--- config.mk ---
export PLATFORM = sky130hd
export DESIGN_NAME = cam_pixel_capture
export DESIGN_NICKNAME = d
export VERILOG_FILES = /design/src/rtl/cam_pkg.sv /design/src/rtl/cam_sync_edge.sv /design/src/rtl/cam_pixel_capture.sv
export SDC_FILE = /design/constraint.sdc
export NUM_CORES = 1
export LEC_CHECK = 0
export ABC_AREA = 1
export BUFFER_PORTS_ARGS = -buffer_cell sky130_fd_sc_hd__buf_2
export CAP_MARGIN = 5
export CORE_MARGIN = 3
export CORE_UTILIZATION = 52
export DETAILED_ROUTE_END_ITERATION = 6
export PLACE_DENSITY = 0.81
export SYNTH_ARGS = -nofsm -noshare
export SYNTH_HDL_FRONTEND = slang
export SYNTH_HIERARCHICAL = 1
export SYNTH_SLANG_ARGS = --single-unit
export TNS_END_PERCENT = 30
--- constraint.sdc ---
create_clock -name CLK -period 1.6 [get_ports CLK]
set_input_delay 0.24 -clock CLK [delete_from_list [all_inputs] [get_ports CLK]]
set_output_delay 0.24 -clock CLK [all_outputs]
set_load 0.005 [all_outputs]
--- src/rtl/cam_pkg.sv ---
// Shared camera-path constants: frame geometry, FSM encoding and byte order.
package cam_pkg;

  localparam int unsigned CAM_IMG_WIDTH  = 176;
  localparam int unsigned CAM_IMG_HEIGHT = 144;
  localparam int unsigned CAM_ADDR_W     = 15;
  localparam int unsigned CAM_BYTE_W     = 8;
  localparam int unsigned CAM_PIX_W      = 16;
  localparam int unsigned CAM_XY_W       = 8;

  // Capture FSM encoding
  localparam logic [0:0] ST_IDLE  = 1'b0;
  localparam logic [0:0] ST_ARMED = 1'b1;

  // Byte phase within a pixel
  localparam logic PHASE_HI = 1'b0;
  localparam logic PHASE_LO = 1'b1;

  // The sensor sends the high byte of each RGB565 word first
  localparam bit HI_BYTE_FIRST = 1'b1;

  // Join the two sensor bytes of one pixel in the configured order
  function automatic logic [CAM_PIX_W-1:0] pack_rgb565(input logic [CAM_BYTE_W-1:0] first,
                                                       input logic [CAM_BYTE_W-1:0] second);
    return HI_BYTE_FIRST ? {first, second} : {second, first};
  endfunction

endpackage

--- src/rtl/cam_sync_edge.sv ---
// Registers VSYNC/HREF once and produces the edge pulses used by the capture FSM.
module cam_sync_edge (
  input  logic clk,
  input  logic rst,
  input  logic vsync,
  input  logic href,
  output logic vsync_fall_c,
  output logic vsync_rise_c,
  output logic href_fall_c
);

  logic vsync_prev;
  logic href_prev;
  logic primed;

  // History registers; primed blocks the reset value of vsync_prev from faking a fall
  // when reset is released in the middle of an active frame
  always_ff @(posedge clk) begin
    if (rst) begin
      vsync_prev <= 1'b1;
      href_prev  <= 1'b0;
      primed     <= 1'b0;
    end else begin
      vsync_prev <= vsync;
      href_prev  <= href;
      primed     <= 1'b1;
    end
  end

  assign vsync_fall_c = primed & vsync_prev & ~vsync;
  assign vsync_rise_c = ~vsync_prev & vsync;
  assign href_fall_c  = href_prev & ~href;

endmodule

--- src/rtl/cam_pixel_capture.sv ---
// Assembles the camera byte stream into RGB565 pixels tagged with X/Y and a linear address.
module cam_pixel_capture
  import cam_pkg::*;
#(
  parameter int unsigned IMG_WIDTH  = CAM_IMG_WIDTH,
  parameter int unsigned IMG_HEIGHT = CAM_IMG_HEIGHT,
  parameter int unsigned ADDR_W     = CAM_ADDR_W
) (
  input  logic                  CLK,
  input  logic                  RESET,
  input  logic                  VSYNC,
  input  logic                  HREF,
  input  logic [CAM_BYTE_W-1:0] DATA,
  output logic [CAM_PIX_W-1:0]  RGB565,
  output logic                  PIXEL_VALID,
  output logic [CAM_XY_W-1:0]   X_ADDR,
  output logic [CAM_XY_W-1:0]   Y_ADDR,
  output logic [ADDR_W-1:0]     WRITE_ADDR,
  output logic                  FRAME_DONE
);

  localparam logic [CAM_XY_W-1:0] XMAX   = CAM_XY_W'(IMG_WIDTH);
  localparam logic [CAM_XY_W-1:0] YMAX   = CAM_XY_W'(IMG_HEIGHT);
  localparam logic [ADDR_W-1:0]   W_STEP = ADDR_W'(IMG_WIDTH);
  localparam logic [ADDR_W-1:0]   A_ONE  = ADDR_W'(1);

  logic [0:0]            state_q;
  logic [0:0]            state_d;
  logic                  vsync_fall_c;
  logic                  vsync_rise_c;
  logic                  href_fall_c;
  logic [CAM_XY_W-1:0]   x;
  logic [CAM_XY_W-1:0]   y;
  logic                  phase;
  logic [CAM_BYTE_W-1:0] hi_byte;
  logic [ADDR_W-1:0]     pix_addr;
  logic [ADDR_W-1:0]     line_base;

  cam_sync_edge u_sync_edge (
    .clk          (CLK),
    .rst          (RESET),
    .vsync        (VSYNC),
    .href         (HREF),
    .vsync_fall_c (vsync_fall_c),
    .vsync_rise_c (vsync_rise_c),
    .href_fall_c  (href_fall_c)
  );

  // FSM state register
  always_ff @(posedge CLK) begin
    if (RESET) state_q <= ST_IDLE;
    else       state_q <= state_d;
  end

  // FSM next state: arm on VSYNC fall, disarm on VSYNC rise
  always_comb begin
    state_d = state_q;
    case (state_q)
      ST_IDLE:  if (vsync_fall_c) state_d = ST_ARMED;
      ST_ARMED: if (vsync_rise_c) state_d = ST_IDLE;
      default:  state_d = ST_IDLE;
    endcase
  end

  // Capture datapath: byte pairing, coordinate counters, running address, output registers
  always_ff @(posedge CLK) begin
    if (RESET) begin
      x           <= '0;
      y           <= '0;
      phase       <= PHASE_HI;
      hi_byte     <= '0;
      pix_addr    <= '0;
      line_base   <= '0;
      RGB565      <= '0;
      PIXEL_VALID <= 1'b0;
      X_ADDR      <= '0;
      Y_ADDR      <= '0;
      WRITE_ADDR  <= '0;
      FRAME_DONE  <= 1'b0;
    end else begin
      PIXEL_VALID <= 1'b0;
      FRAME_DONE  <= 1'b0;
      if (state_q == ST_IDLE) begin
        if (vsync_fall_c) begin
          x         <= '0;
          y         <= '0;
          phase     <= PHASE_HI;
          pix_addr  <= '0;
          line_base <= '0;
        end
      end else if (vsync_rise_c) begin
        // Frame end wins over a coincident line end; a pending half pixel is dropped
        FRAME_DONE <= 1'b1;
        phase      <= PHASE_HI;
      end else if (href_fall_c) begin
        x     <= '0;
        phase <= PHASE_HI;
        if ((x != '0) && (y < YMAX)) begin
          y         <= y + CAM_XY_W'(1);
          line_base <= line_base + W_STEP;
          pix_addr  <= line_base + W_STEP;
        end
      end else if (HREF && !VSYNC) begin
        if (phase == PHASE_HI) begin
          hi_byte <= DATA;
          phase   <= PHASE_LO;
        end else begin
          if ((x < XMAX) && (y < YMAX)) begin
            RGB565      <= pack_rgb565(hi_byte, DATA);
            X_ADDR      <= x;
            Y_ADDR      <= y;
            WRITE_ADDR  <= pix_addr;
            PIXEL_VALID <= 1'b1;
            pix_addr    <= pix_addr + A_ONE;
          end
          if (x < XMAX) x <= x + CAM_XY_W'(1);
          phase <= PHASE_HI;
        end
      end
    end
  end

endmodule

==> flow_summary.yaml <==
status:
  status: "finished, violations left"
  violations: "negative setup slack"
power:
  internal_power_mw: 3.42
  p_sw_mw: 1.30
  power_density_nw_per_um2: 744
  ir_drop_v: 0.000425
  p_sw_share_pct: 27.6
  power_frac_seq_pct: 55.9
  clkPwrFrac_pct: 32.9
  power.total_mw: 4.72
  combPwrFrac_pct: 11.3
  leakage_nw: 2.52
placement:
  io_buffer_count: 60
  dpl.cell_count: 858
  pre_cts_slack_ns: -0.0750
  hpwl_um: 8190
  place_congestion: 0.867
finish:
  n_fill_cell: 625
  post-route-util_pct: 72.3
  area_growth_pct: 34.0
  fin_cells: 895
  nets: 800
  diodes: 0
  drive_above_1_share_pct: 30.6
detailed_routing:
  drc: 0
  wl_um: 14300
  ant_nets: 0
  drt_pass1_iterations: 5
  drtIter0Drc: 464
  wire_per_inst_um: 16.0
  via_count: 5094
  viasPerCell: 5.69
logic_synthesis:
  synth.most_common_cell: "nand2_1"
  synth_flop_cell: "dfxtp_1"
  avgSynthCellArea_um2: 7.07
  synth_warnings: 6
  synth_xor_area_share_pct: 0.741
  synth-simple-area-share_pct: 32.2
  synthDistinctLibCells: 36
  synth_edf_count: 0
  yosysSeqAreaShare_pct: 44.0
  syn_nets: 686
  synth_top_area_cell: "dfxtp_1"
  synth_cells: 669
  ys_ff_latch: 104
  synthAdderAreaFrac_pct: 1.32
  muxShareOfSynthArea_pct: 0
  netlist_area_um2: 4730
  async_reset_ff_share_pct: 0
  synth_top_family_by_area: "simple AND/OR/NAND/NOR gates"
  synth.cells.most_frequent: "nand2_1 (168), dfxtp_1 (104), a21oi_1 (95)"
  synth-compound-area-share_pct: 13.4
  synth_top_area_share_pct: 44.0
  synth_area_leaders: "dfxtp_1 (44%), nand2_1 (13%), a21oi_1 (10%), nand3_1 (9.7%), inv_1 (4.2%)"
clock_tree:
  clockBufferDepth: 2
  clkSinkCount: 104
  cts-root-buf: "clkbuf_8"
  numCtsBuffers: 9
  cts_tree: "yes"
  clk_pin_slew_worst_paths_ns: 0.10
  clock_latency_ns: 0.38
  htreeDepth: 3
worst_setup_path:
  reg2reg_from: "state_q$_SDFF_PP0_"
  crit_fanout: 5
  max_stage_delay_ns: 0.40
  r2r_setup_slack_ns: -0.18
  worstSetupPathType: "reg -> reg"
  cp_slowest_cell: "dfxtp_4"
  critPathLaunchType: "register"
  crit_path_start: "state_q$_SDFF_PP0_"
  crit_cells: 9
  reg2reg_to: "RGB565[2]$_SDFFE_PP0P_"
  arrival_ns: 2.03
  cp_cell_sequence: "clkinv_8 > nor2_8 > inv_2 > nor4_4 > buf_6 > nand2_4 > clkbuf_16 > nand2_1 > a21oi_1"
  r2r_cells: 9
  crit_end: "RGB565[2]$_SDFFE_PP0P_"
  cp.buffers_inverters: 4
  cp.required_ns: 1.85
  endpoint_kind: "register"
  crit_family: "simple AND/OR/NAND/NOR gates"
global_route:
  grt_max_degree: 88
  grt_pass1_vias: 4249
  gr-usage-all-layers_pct: 23.2
  met2_usage_pct: 37.9
  gr-total-overflow: 0
  antenna_found_initial: 0
  grt_pass1_wl_um: 19400
  gr-usage-met3_pct: 5.44
  top_usage_layer: "met2"
  met1_usage_pct: 31.2
timing:
  fmaxAchievable_ghz: 0.562
  timing.final.crit_share_pct: 111
  skew_ns: 0.0203
  hold_violations: 0
  finalCriticalPeriod_ns: 1.78
  worstMarginPinSlew_ns: 0.410
  setup_ws_ns: -0.179
  finalSetupViolCount: 70
  rsz0062_at_grt: "true"
  hold_slack_ns: 0.140
  final_max_slew_viol_count: 0
  max_slew_margin_pct: 72.6
run:
  drv_cap: 0
floorplanning:
  die_h_um: 101
  io_pins: 61
  row_count: 34
  die_area_um2: 10300
  core_um2: 8760
  die_w_um: 101
  start_util_pct: 54.0
min_path:
  hp-class: "in -> reg"
[cell type report]
type,count,area [um2],share of cell area (%)
timing repair buffer,135,1100,17.4
multi-input combinational,473,2580,40.8
clock buffer,9,124,1.95
sequential,104,2090,33.0
tap,108,135,2.13
inverter,60,248,3.91
clock inverter,6,52.6,0.829
[worst min path at each step]
stage	endpoint	slack, ns	from	cells after the start
floorplan	u_sync_edge/href_prev$_SDFF_PP0_	0.31	RESET	1
global placement	WRITE_ADDR[5]$_SDFFE_PP0P_	0.45	WRITE_ADDR[5]$_SDFFE_PP0P_	2
detailed placement	WRITE_ADDR[5]$_SDFFE_PP0P_	0.45	WRITE_ADDR[5]$_SDFFE_PP0P_	2
CTS	u_sync_edge/vsync_prev$_SDFF_PP1_	0.09	VSYNC	3
global route	hi_byte[3]$_SDFFE_PP0P_	0.14	DATA[3]	3
finish	hi_byte[3]$_SDFFE_PP0P_	0.14	DATA[3]	3
[power by group through the flow]
| stage | registers (mW) | clock network [mW] | logic (mW) |
|---|---|---|---|
| after floorplan | 2.69 | 0 | 0.231 |
| after global placement | 2.69 | 0 | 0.388 |
| after detailed placement | 2.69 | 0 | 0.398 |
| after CTS | 2.63 | 1.55 | 0.419 |
| after global routing | 2.64 | 1.67 | 0.565 |
| final | 2.63 | 1.55 | 0.531 |
[flip-flops by register name, summed over array words and instances, names as in the netlist]
name and count:
u_sync_edge/href_prev 1, y 8, Y_ADDR 8, WRITE_ADDR 15
u_sync_edge/vsync_prev 1, x 8, phase 1, pix_addr 15
hi_byte 8, line_base 11, state_q 1, RGB565 16
FRAME_DONE 1, PIXEL_VALID 1, u_sync_edge/primed 1, X_ADDR 8
[metal layers]
layer  wire (um)  share of wire, %
met1        5900                41
met2        6960                49
met3        1100               7.7
met4         359               2.5
met5           0                 0
[what timing repair did]
item / CTS / global route
endpoints found under the setup margin: 60 / 97
hold buffers: 0 / 0
gates cloned: 1 / 6
setup buffers: 2 / 14
pin swaps: 0 / 17
gates resized for setup: 15 / 110
[cells in the final DEF (no fill, tap or decap), types with 9 or more instances in the layout]
master,n
nand2_2,25
buf_4,52
nor2_1,37
nand3_1,83
a21oi_2,12
inv_1,50
clkbuf_8,9
nor3_1,11
buf_2,60
nand2_1,134
o21ai_0,10
buf_12,9
dfxtp_1,99
a21oi_1,83
nand3_2,9
[through the flow]
step                 TNS, ns  cell area [um2]
global placement    -0.00968             5460
CTS                  -0.0671             5740
global route          -13.60             6340
finish                 -7.39             6340
floorplan                  0             4730
detailed placement     -2.04             5460
[worst reg2reg max path, delay by kind of cell, from the launching register on]
| family | cells | cell delay, ns |
|---|---|---|
| simple gates | 4 | 0.67 |
| compound gates | 1 | 0.08 |
| buf+inv | 4 | 0.52 |
| flops | 1 | 0.40 |
[kinds of logic after synthesis]
group                    Yosys count
flip-flops                       104
buffers and inverters             93
adder cells (fa/ha/maj)            5
AND/OR/NAND/NOR                  340
XOR/XNOR                           4
AO/OA/AOI/OAI                    123
(Power assumes the default switching activity.)
